$ cat src/rtl/vending_pkg.sv
// Shared types and code constants for the 15-unit single-product coin acceptor.
package vending_pkg;

    typedef enum logic [1:0] {
        S0 = 2'd0,
        S1 = 2'd1,
        S2 = 2'd2
    } state_t;

    localparam logic [1:0] COIN_NONE = 2'd0;
    localparam logic [1:0] COIN_5    = 2'd1;
    localparam logic [1:0] COIN_10   = 2'd2;

    localparam logic [1:0] CHG_NONE  = 2'd0;
    localparam logic [1:0] CHG_5     = 2'd1;
    localparam logic [1:0] CHG_10    = 2'd2;

endpackage

$ cat src/rtl/vending_machine.sv
// Coin acceptor: one coin code per clock, registered dispense pulse and change code.
//
// state | meaning
// S0    | no credit
// S1    | 5 units credited
// S2    | 10 units credited
module vending_machine
    import vending_pkg::*;
(
    input  logic       clk,
    input  logic       rst,
    input  logic [1:0] in,
    output logic       out,
    output logic [1:0] change
);

    state_t     state;
    state_t     nxt_state;
    logic       nxt_out;
    logic [1:0] nxt_change;

    always_ff @(posedge clk) begin
        if (rst) begin
            state  <= S0;
            out    <= 1'b0;
            change <= CHG_NONE;
        end else begin
            state  <= nxt_state;
            out    <= nxt_out;
            change <= nxt_change;
        end
    end

    // An empty coin slot while credit is held is a cancel and refunds the credit.
    always_comb begin
        nxt_state  = state;
        nxt_out    = 1'b0;
        nxt_change = CHG_NONE;
        case (state)
            S0: begin
                case (in)
                    COIN_NONE: nxt_state = S0;
                    COIN_5:    nxt_state = S1;
                    COIN_10:   nxt_state = S2;
                    default:   nxt_state = S0;
                endcase
            end
            S1: begin
                case (in)
                    COIN_NONE: begin
                        nxt_state  = S0;
                        nxt_change = CHG_5;
                    end
                    COIN_5:    nxt_state = S2;
                    COIN_10: begin
                        nxt_state = S0;
                        nxt_out   = 1'b1;
                    end
                    default:   nxt_state = S1;
                endcase
            end
            S2: begin
                case (in)
                    COIN_NONE: begin
                        nxt_state  = S0;
                        nxt_change = CHG_10;
                    end
                    COIN_5: begin
                        nxt_state = S0;
                        nxt_out   = 1'b1;
                    end
                    COIN_10: begin
                        nxt_state  = S0;
                        nxt_out    = 1'b1;
                        nxt_change = CHG_5;
                    end
                    default:   nxt_state = S2;
                endcase
            end
            default: begin
                nxt_state  = S0;
                nxt_out    = 1'b0;
                nxt_change = CHG_NONE;
            end
        endcase
    end

endmodule

$ cat config.mk
export PLATFORM = sky130hd
export DESIGN_NAME = vending_machine
export DESIGN_NICKNAME = d
export VERILOG_FILES = /design/src/rtl/vending_pkg.sv /design/src/rtl/vending_machine.sv
export SDC_FILE = /design/constraint.sdc
export NUM_CORES = 1
export LEC_CHECK = 0
export ABC_AREA = 0
export CORE_AREA = 2 2 39 41
export CTS_CLUSTER_SIZE = 24
export DETAILED_ROUTE_END_ITERATION = 10
export DIE_AREA = 0 0 41 43
export PLACE_DENSITY_LB_ADDON = 0.12
export RECOVER_POWER = 100
export SYNTH_ARGS = -nofsm -noshare
export SYNTH_HDL_FRONTEND = slang
export SYNTH_SLANG_ARGS = --single-unit
$ cat constraint.sdc
create_clock -name clk -period 2.7 [get_ports clk]
set_input_delay 0.27 -clock clk [delete_from_list [all_inputs] [get_ports clk]]
set_output_delay 0.27 -clock clk [all_outputs]
set_load 0.02 [all_outputs]
==> metrics.md, run 1 <==
| Metric | Value |
|---|---|
| Status | finished clean |
| Final Max Tran Viols | 0 |
| Ports | 7 |
| Number of hold violations in the final report | 0 |
| Inserted Diodes | 0 |
| Post-Route Utilization | 0.306 |
| Setup WS pre-CTS | 1090 ps |
| Maximum capacitance violations | 0 |
| Starting Density | 0.229 |
| Switching portion of total power | 0.224 |
| Slew headroom | 0.811 |
| Clk Latency, worst-skew pair | ~230 ps |
| Initial antenna violation count | 0 |
| First-pass GRT wire length | a little under 800 um |
| Synth cell types | 9 |
| TritonCTS Buffers | 3 |
| Clock buffer depth | 2 |
| Max FO, Critical Path | 1 |
| Worst hold path class | reg2reg |
| Final min period | 1460 ps |
| Total grt overflow | 0 |
| Synthesized cell area | 317 sq um |
| CP delay by family, top | buffers and inverters |
| Layout cell share with drive strength beyond 1 | 0.0732 |
| M3 GR Usage | 0.0157 |
| DRC violations left | 0 |
| Dpl hpwl | 431 um |
| Std cell rows | 14 |
| Element type at the critical path end | output port |
| Mapped Cells | 31 |
| Peak Freq | between 600 and 700 MHz |
| Slowest CP cell | dlygate4sd3_1 |
| Net Switching | 41.4 uW |
| DR vias | about 240 |
| Vias/cell | 4.18 |
| Initial DRC count | 2 |
| Max IR drop VDD | just over 0.0001 V |
| Power Density | 437 nW/um^2 |
| Pwr Total | around 180 uW |
| Tot GR Track Use | 0.0662 |
| H-tree depth | 1 |
| Startpoint class of the critical path | register |
| Area grow syn2layout | 33.6% |
| #FFs+latches synth | 5 |
| CTS tree | yes |
| Worst Setup Path Type | reg2out |
| Sum Neg Setup Slack | 0 ps |
| Nets | 57 |
| Sequential share of power | 0.421 |
| Syn_nets | between 40 and 50 |
| Clock share of power | 0.446 |
| Post-synthesis sequential area ratio | 0.316 |
| Avg Synthesized Cell Area | slightly above 10 sq um |
| Wire length per cell | just under 9 um |
| Die Width | 41 um |
| CP Data Arrival Time | about 1200 ps |
| Post-Route WL | around 510 um |
| Pleak | roughly 0.0002 uW |
| Global routing's busiest layer | met2 |
| WP data required | around 2400 ps |
| Comb pwr share | 0.133 |
| Setup Buffers After CTS | 0 |
| Clock root buffer master | clkbuf_4 |
| CP cell instances | dlygate4sd3_1 |
| Routed Antenna Nets | 0 |
| M1 GR Usage | 0.0705 |
| Measured slew at the worst slew-check pin | between 200 and 300 ps |
| Sink Count | 5 |
| WP buf/inv | 1 |
| Die area | approximately 1800 sq um |
| Core Region | between 1000 and 1500 sq um |
| Port Buf Inserts | 6 |
| Hold-fix buffers at CTS | 0 |
| Die Ht | 43 um |
| Number of global-route vias before repair | between 200 and 250 |
| Final period util | 0.541 |
| Largest net degree at the start of global routing | 5 |
| Yosys warns | 0 |
| Placed Instance Area | around 400 sq um |
| Worst setup margin | around 1200 ps |
| RSZ-0062 raised after global routing | no |
| Pre-antenna DRT Iters | 5 |
| Worst-path clk slew | 40 ps |
| Internal power | around 140 uW |
| Worst Clk Skew | between 1 and 1.5 ps |
| CTS resizes | 0 |
| Met2 Use GR | 0.100 |
| Final GP Congestion | roughly 0.65 |
| Final setup fails | 0 |
| Post-Layout Inst Area | 423 sq um |
| Critical Path Max Stage Delay | roughly 660 ps |
## state kept, by name, summed over array words and instances (netlist names)
name and count:
change 2, out 1, state 2
## Yosys cell counts
library cell / n / share of area
a222oi_1: 1 / 0.032
a22oi_1: 3 / 0.071
dfxtp_1: 5 / 0.32
ha_1: 11 / 0.43
inv_1: 4 / 0.047
nand2_1: 1 / 0.012
nand2b_1: 1 / 0.020
nor2_1: 3 / 0.036
nor3_1: 2 / 0.032
## power by group through the flow
stage | logic [uW] | registers, uW | clock network (uW)
final | 24.6 | 77.7 | 82.4
after global placement | 25.1 | 78.9 | 0
after floorplan | 14.6 | 79.0 | 0
after CTS | 25.7 | 77.8 | 86.8
after detailed placement | 25.3 | 79.1 | 0
after global routing | 27.9 | 78.0 | 89.3
## cell type report
type,instances,area [sq um]
clock buffers,4,26.3
fillers,153,961
inverters,4,15.0
multi-input cells,22,201
flip-flops and latches,5,100
well taps,16,20.0
repair buffers,6,60.1
## routing by layer
metal / vias up / share of wire
li1: 123 / -
met1: 107 / 0.41
met2: 8 / 0.51
met3: 0 / 0.073
met4: 0 / 0
met5: - / 0
## worst paths after layout
check | start | to | slack [ps] | cells past startpoint
worst max-delay path | change[0] | change[0] | 1240 | 1
worst min register to register | state[1] | state[1] | 640 | 2
worst max register to register | state[0] | state[1] | 1500 | 4
worst min-delay path | state[1] | state[1] | 640 | 2
## cell families (layout without fill, tap and decap cells)
family / after synthesis / in the layout / synth area share
adders and majority gates: 11 / 11 / 0.435
AOI/OAI and AO/OA: 4 / 4 / 0.103
buffers and inverters: 4 / 14 / 0.0474
DFF: 5 / 5 / 0.316
and+or+nand+nor: 7 / 7 / 0.0988
## placed cells by master, fill, tap and decap left out, drive strengths merged
| master | n |
|---|---|
| ha | 11 |
| dfxtp | 5 |
| dlygate4sd3 | 5 |
| inv | 4 |
| clkbuf | 4 |
| a22oi | 3 |
| nor2 | 3 |
| nor3 | 2 |
| a222oi | 1 |
| nand2b | 1 |
| nand2 | 1 |
| clkdlybuf4s50 | 1 |
## through the flow
stage / hold WS [ps] / std cells
after floorplan: 347 / 31
after global placement: 626 / 53
after detailed placement: 634 / 53
after CTS: 634 / 57
after global routing: 649 / 57
final: 640 / 57
No activity file was read; power rests on OpenSTA's default activity.
==> inputs of run 2 (changes only) <==
==> constraint.sdc (replaced) <==
create_clock -name clk -period 1.4 [get_ports clk]
set_input_delay 0.14 -clock clk [delete_from_list [all_inputs] [get_ports clk]]
set_output_delay 0.14 -clock clk [all_outputs]
set_load 0.02 [all_outputs]
==> run 2 against run 1 <==
  * Worst setup slack got worse by 1200 ps
  * Die area did not move
  * Flip-flop and latch count stayed put
  * Largest cell class unchanged
  * Hold slack worse by 130 ps
  * First-iteration DRC count grew to 3.5 times the previous value
  * Cell area grew 5.3%
==> metrics.md, run 2 (synthesis results as in run 1) <==
| Metric | Value |
|---|---|
| Dpl hpwl | 442 um (was 431 um) |
| Final min period | 1330 ps |
| Die Ht | 43 um (unchanged) |
| Clk Latency, worst-skew pair | 240 ps (was 230 ps) |
| Total grt overflow | 0 (unchanged) |
| Std cell rows | 14 (unchanged) |
| Most frequent cells in the layout | ha_1 (11), dfxtp_1 (5), inv_1 (4), clkbuf_4 (4) (was ha_1 (11), dfxtp_1 (5), dlygate4sd3_1 (5)) |
| RSZ-0062 raised after global routing | no (unchanged) |
| CTS resizes | 0 (unchanged) |
| Critical path depth in cells | 1 (unchanged) |
| Worst Clk Skew | 3.33 ps (was 1.23 ps) |
| FF-to-FF Start | state[0] (unchanged) |
| Final Max Tran Viols | 0 (unchanged) |
| Pleak | 0.000210 uW (was 0.000200 uW) |
| Met2 Use GR | 0.103 (was 0.100) |
| CP Data Arrival Time | 1190 ps (about the same) |
| WP buf/inv | 1 (unchanged) |
| Core Region | 1380 sq um (unchanged) |
| Min-Delay Endpoint | state[1] (unchanged) |
| Max IR drop VDD | 0.000192 V (was 0.000101 V) |
| Cell count after placement | 56 (was 53) |
| Worst setup margin | 66.9 ps (was 1240 ps) |
| Pre-antenna DRT Iters | 5 (unchanged) |
| Largest registers | change (2), state (2), out (1) (unchanged) |
| Post-Layout Inst Area | 445 sq um (was 423 sq um) |
| Startpoint class of the critical path | register (unchanged) |
| Setup WS pre-CTS | -57.4 ps (was 1090 ps) |
| Die area | 1760 sq um (unchanged) |
| Global routing's busiest layer | met2 (unchanged) |
| Reg2reg setup slack | 170 ps (was 1500 ps) |
| Port Buf Inserts | 6 (unchanged) |
| M3 GR Usage | 0.0314 (was 0.0157) |
| Ports | 7 (unchanged) |
| Number of global-route vias before repair | 237 (was 225) |
| Layout cell share with drive strength beyond 1 | 0.136 (was 0.0732) |
| Element type at the critical path end | output port (unchanged) |
| DRC violations left | 0 (unchanged) |
| Maximum capacitance violations | 0 (unchanged) |
| DR vias | 247 (was 238) |
| Final cell count without fillers | 60 (was 57) |
| H-tree depth | 1 (unchanged) |
| Worst hold path class | in2reg (was reg2reg) |
| Final GP Congestion | 0.618 (was 0.651) |
| CTS tree | yes (unchanged) |
| R2R depth | 4 (unchanged) |
| Initial DRC count | 7 (was 2) |
| Nets | 60 (was 57) |
| Wire length per cell | 8.58 um (was 8.86 um) |
| Final setup fails | 0 (unchanged) |
| Critical Path Max Stage Delay | 660 ps (about the same) |
| Hold path cells | 2 (unchanged) |
| Max FO, Critical Path | 1 (unchanged) |
| Status | finished clean (unchanged) |
| Fillers | 149 (was 153) |
| Peak Freq | 750 MHz |
| Routed Antenna Nets | 0 (unchanged) |
| Initial antenna violation count | 0 (unchanged) |
| Sink Count | 5 (unchanged) |
| CP cell instances | dlygate4sd3_1 (unchanged) |
| Inserted Diodes | 0 (unchanged) |
| Vias/cell | 4.12 (was 4.18) |
| TritonCTS Buffers | 3 (unchanged) |
| Clock buffer depth | 2 (unchanged) |
| Slowest CP cell | dlygate4sd3_1 (unchanged) |
| CP delay by family, top | buffers and inverters (unchanged) |
| Worst-path clk slew | 40 ps (about the same) |
| Number of hold violations in the final report | 0 (unchanged) |
| Commonest non-fill, non-tap cell in the layout | ha_1 (unchanged) |
| Worst hold start | rst (was state[1]) |
| Largest net degree at the start of global routing | 5 (unchanged) |
| Clock root buffer master | clkbuf_4 (unchanged) |
| WP data required | 1260 ps (was 2430 ps) |
| Final period util | 0.952 |
| Starting Density | 0.229 (unchanged) |
| Slew headroom | 0.802 (was 0.811) |
| Die Width | 41 um (unchanged) |
| M1 GR Usage | 0.0801 (was 0.0705) |
| Worst Setup Path Type | reg2out (unchanged) |
| Placed Instance Area | 419 sq um (was 397 sq um) |
| Area grow syn2layout | 40.7% (was 33.6%) |
| Power Density | 822 nW/um^2 (was 437 nW/um^2) |
| Worst R2R End | state[1] (unchanged) |
| Setup Buffers After CTS | 0 (unchanged) |
| Post-Route WL | 515 um (was 505 um) |
| Hold-fix buffers at CTS | 0 (unchanged) |
| First-pass GRT wire length | 869 um (was 779 um) |
| Measured slew at the worst slew-check pin | 296 ps (was 284 ps) |
| Tot GR Track Use | 0.0792 (was 0.0662) |
## run 2: changes by cell type in the layout (fill, tap and decap cells not counted), sizes merged
cell	previous run	this run
buf	0	2
clkbuf	4	5
clkdlybuf4s50	1	3
dlygate4sd3	5	3
## run 2: metrics by stage
stage	setup TNS, ps	util	total power (uW)	hold WS [ps]
final	0	0.322	366	510
after floorplan	0	-	181	217
after CTS	0	0.322	377	502
after global routing	0	0.322	391	511
after detailed placement	-86.5	0.303	208	630
after global placement	-45.7	0.303	206	611
## run 2: worst max-delay path by stage
| stage | startpoint | to | slack [ps] |
|---|---|---|---|
| 2_1_floorplan | state[0] | state[1] | 310 |
| 3_3_place_gp | in[0] | state[1] | -30 |
| 3_5_place_dp | in[0] | state[1] | -60 |
| 4_1_cts | out | out | 110 |
| 5_1_grt | out | out | 30 |
| 6_report | out | out | 70 |
## run 2: cell type report
class                      instances  area (sq um)  area share
inverter                           4          15.0      0.0337
clock buffer                       4          26.3      0.0590
multi-input combinational         22           201       0.452
sequential                         5           100       0.225
timing repair buffer               9          82.6       0.185
tap                               16          20.0      0.0449
## run 2: power by group
part           leakage, uW  switching [uW]  internal [uW]
clock            0.0000150            54.3            107
combinational     0.000154            26.5           28.1
sequential       0.0000406            3.09            147
## run 2: metal layers
metal  wire (um)  share of wire
met5           0              0
met4           0              0
met3          43          0.083
met2         264           0.51
met1         206           0.40
==> inputs of run 3 (changes only) <==
--- a/config.mk
+++ b/config.mk
@@ -5,8 +5,9 @@
 export SDC_FILE = /design/constraint.sdc
 export NUM_CORES = 1
 export LEC_CHECK = 0
-export ABC_AREA = 0
+export ABC_AREA = 1
 export CORE_AREA = 2 2 39 41
+export CTS_CLUSTER_DIAMETER = 60
 export CTS_CLUSTER_SIZE = 24
 export DETAILED_ROUTE_END_ITERATION = 10
 export DIE_AREA = 0 0 41 43
==> constraint.sdc (replaced) <==
create_clock -name clk -period 1.5 [get_ports clk]
set_input_delay 0.15 -clock clk [delete_from_list [all_inputs] [get_ports clk]]
set_output_delay 0.15 -clock clk [all_outputs]
set_load 0.02 [all_outputs]
==> run 3 against run 2 <==
  * Synthesized area grew 7.9%
  * Clock skew shrank 2.4 ps
  * Utilization unchanged
  * Clock-buffer cell count is the same
  * Hold slack gained 17 ps
  * Cell count increased by 10%
  * Global-route usage is 0.21 points lower
  * Non-clock buffer count down 3
  * Wire length rose by 9.3%
  * Combinational power down 13%
==> metrics.md, run 3 <==
| Metric | Value |
|---|---|
| Commonest non-fill, non-tap cell in the layout | ha_1 (unchanged) |
| Element type at the critical path end | output port (unchanged) |
| Most frequent cells in the layout | ha_1 (11), nand2_1 (8), inv_1 (6), nand3_1 (6), dfxtp_1 (5) (was ha_1 (11), dfxtp_1 (5), inv_1 (4), clkbuf_4 (4)) |
| DR vias | 251 (was 247) |
| Post-Route WL | 563 um (was 515 um) |
| Clock root buffer master | clkbuf_4 (unchanged) |
| Worst Clk Skew | 0.922 ps (was 3.33 ps) |
| Final period util | 0.889 |
| Std cell rows | 14 (unchanged) |
| Number of global-route vias before repair | 227 (was 237) |
| Switching portion of total power | 0.229 (about the same) |
| RSZ-0062 raised after global routing | no (unchanged) |
| Synth area leaders | ha_1 (40%), dfxtp_1 (29%), nand3_1 (8.8%) (was ha_1 (43%), dfxtp_1 (32%), a22oi_1 (7.1%)) |
| Max FO, Critical Path | 1 (unchanged) |
| CP Data Arrival Time | 1180 ps (was 1190 ps) |
| Sum Neg Setup Slack | 0 ps (unchanged) |
| WP buf/inv | 1 (unchanged) |
| Yosys warns | 0 (unchanged) |
| Synth cell types | 8 (was 9) |
| Fillers | 157 (was 149) |
| Top cells by count, synth | ha_1 (11), nand2_1 (8), inv_1 (6), nand3_1 (6), dfxtp_1 (5) (was ha_1 (11), dfxtp_1 (5), inv_1 (4)) |
| Largest registers | change (2), state (2), out (1) (unchanged) |
| Slowest CP cell | dlygate4sd3_1 (unchanged) |
| Final Max Tran Viols | 0 (unchanged) |
| Setup Buffers After CTS | 0 (unchanged) |
| Maximum capacitance violations | 0 (unchanged) |
| Top FF cell, synth | dfxtp_1 (unchanged) |
| Worst hold path class | in2reg (unchanged) |
| CTS tree | yes (unchanged) |
| Routed Antenna Nets | 0 (unchanged) |
| Sequential share of power | 0.418 (was 0.410) |
| Initial DRC count | 0 (was 7) |
| Synthesized cell area | 342 sq um (was 317 sq um) |
| CP delay by family, top | buffers and inverters (unchanged) |
| Critical Path Max Stage Delay | 660 ps (about the same) |
| DRC violations left | 0 (unchanged) |
| Internal power | 258 uW (was 282 uW) |
| Final setup fails | 0 (unchanged) |
| WHS | 527 ps (was 510 ps) |
| Clk Latency, worst-skew pair | 230 ps (was 240 ps) |
| R2R depth | 6 (was 4) |
| Hold path cells | 2 (unchanged) |
| Max IR drop VDD | 0.000118 V (was 0.000192 V) |
| Comb pwr share | 0.142 (was 0.149) |
| Measured slew at the worst slew-check pin | 217 ps (was 296 ps) |
| Pleak | 0.000236 uW (was 0.000210 uW) |
| #FFs+latches synth | 5 (unchanged) |
| Die area | 1760 sq um (unchanged) |
| Die Ht | 43 um (unchanged) |
| Post-synth top area cell | ha_1 (unchanged) |
| Worst hold start | rst (unchanged) |
| TritonCTS Buffers | 3 (unchanged) |
| Core Region | 1380 sq um (unchanged) |
| Startpoint class of the critical path | register (unchanged) |
| Total grt overflow | 0 (unchanged) |
| Layout cell share with drive strength beyond 1 | 0.0600 (was 0.136) |
| WP data required | 1350 ps (was 1260 ps) |
| CTS resizes | 0 (unchanged) |
| Clock share of power | 0.441 (was 0.442) |
| Port Buf Inserts | 6 (unchanged) |
| Synth top area share | 0.403 (was 0.435) |
| First-pass GRT wire length | 897 um (was 869 um) |
| Syn_nets | 55 (was 46) |
| Hold-fix buffers at CTS | 0 (unchanged) |
| Worst R2R End | change[0] (was state[1]) |
| Area grow syn2layout | 30.4% (was 40.7%) |
| Status | finished clean (unchanged) |
| Worst-path clk slew | 40 ps (about the same) |
| Final min period | 1330 ps |
| Worst Setup Path Type | reg2out (unchanged) |
| Pre-antenna DRT Iters | 1 (was 5) |
| Inserted Diodes | 0 (unchanged) |
| Dpl hpwl | 448 um (was 442 um) |
| Final GP Congestion | 0.727 (was 0.618) |
| H-tree depth | 1 (unchanged) |
| Top-count cell post-synth | ha_1 (unchanged) |
| Starting Density | 0.247 (was 0.229) |
| Net Switching | 76.5 uW (was 83.9 uW) |
| Clock buffer depth | 2 (unchanged) |
| Number of synthesized flops with an enable pin | 0 (unchanged) |
| Tot GR Track Use | 0.0772 (was 0.0792) |
| FFs w/ async S/R, synth | 0 (unchanged) |
| Peak Freq | ~750 MHz |
| Power Density | 751 nW/um^2 (was 822 nW/um^2) |
| Die Width | 41 um (unchanged) |
| Ports | 7 (unchanged) |
| Mapped Cells | 40 (was 31) |
| Reg2reg setup slack | 310 ps (was 170 ps) |
| Initial antenna violation count | 0 (unchanged) |
| Slew headroom | 0.855 (was 0.802) |
| Vias/cell | 3.80 (was 4.12) |
| Number of hold violations in the final report | 0 (unchanged) |
| Sink Count | 5 (unchanged) |
| Wire length per cell | 8.53 um (was 8.58 um) |
| Post-synthesis sequential area ratio | 0.293 (was 0.316) |
| Largest net degree at the start of global routing | 5 (unchanged) |
| CP cell instances | dlygate4sd3_1 (unchanged) |
| Post-Route Utilization | 0.322 (unchanged) |
| Nets | 66 (was 60) |
| Avg Synthesized Cell Area | 8.54 sq um (was 10.2 sq um) |
| FF-to-FF Start | state[0] (unchanged) |
| Min-Delay Endpoint | change[1] (was state[1]) |
==> run 3: cell count changes in the layout (fill, tap and decap cells not counted), sizes merged <==
cell           previous run  this run
a21boi                    0         1
nand2b                    1         0
dlygate4sd3               3         4
nand2                     1         8
a22oi                     3         0
nor3                      2         0
buf                       2         0
nand3                     0         6
clkbuf                    5         4
inv                       4         6
clkdlybuf4s50             3         2
a222oi                    1         0
==> run 3: worst max path at each step <==
stage	start	end	slack [ps]	cells after the start
after global routing	change[1]	change[1]	110	1
after global placement	in[0]	state[1]	160	7
after CTS	change[1]	change[1]	220	1
after floorplan	state[0]	change[0]	480	6
after detailed placement	in[0]	state[1]	130	7
final	out	out	170	1
==> run 3: worst register-to-register path: stages, from the launching register on <==
cell	delay [ps]
dfxtp_1	360
inv_1	80
ha_1	310
inv_1	40
nor2_1	170
nand3_1	100
nand2_1	70
==> run 3: metrics by stage <==
| stage | total power [uW] | worst slack, ps | cell area [sq um] | std cells |
|---|---|---|---|---|
| 2_1_floorplan | 171 | 480 | 342 | 40 |
| 3_3_place_gp | 190 | 156 | 422 | 62 |
| 3_5_place_dp | 191 | 133 | 422 | 62 |
| 4_1_cts | 344 | 219 | 448 | 66 |
| 5_1_grt | 354 | 114 | 445 | 66 |
| 6_report | 334 | 166 | 445 | 66 |
==> run 3: metal layers <==
| layer | global-route usage | vias to the layer above | part of all wire |
|---|---|---|---|
| met5 | 0 | - | 0 |
| met4 | 0.0600 | 0 | 0 |
| met3 | 0.0157 | 0 | 0.071 |
| met2 | 0.113 | 7 | 0.48 |
| met1 | 0.0927 | 101 | 0.44 |
| li1 | - | 143 | - |
==> run 3: cell type report <==
cell class / count / area [sq um] / area share
tap: 16 / 20.0 / 0.0449
clock buffer: 4 / 26.3 / 0.0590
sequential: 5 / 100 / 0.225
multi-input combinational: 29 / 216 / 0.486
inverter: 6 / 22.5 / 0.0506
timing repair buffer: 6 / 60.1 / 0.135
==> run 3: cells by family after synthesis <==
kind of cell | Yosys count | synth area share
simple gates | 17 | 0.216
compound gates | 1 | 0.0220
fa+ha+maj | 11 | 0.403
flops | 5 | 0.293
buf+inv | 6 | 0.0659
==> run 3: power by group through the flow <==
stage | logic (uW) | clock network, uW | registers, uW
final | 47.4 | 147 | 140
after floorplan | 28.6 | 0 | 142
after CTS | 50.5 | 154 | 140
after global routing | 55.4 | 158 | 140
after global placement | 48.1 | 0 | 142
after detailed placement | 48.9 | 0 | 142
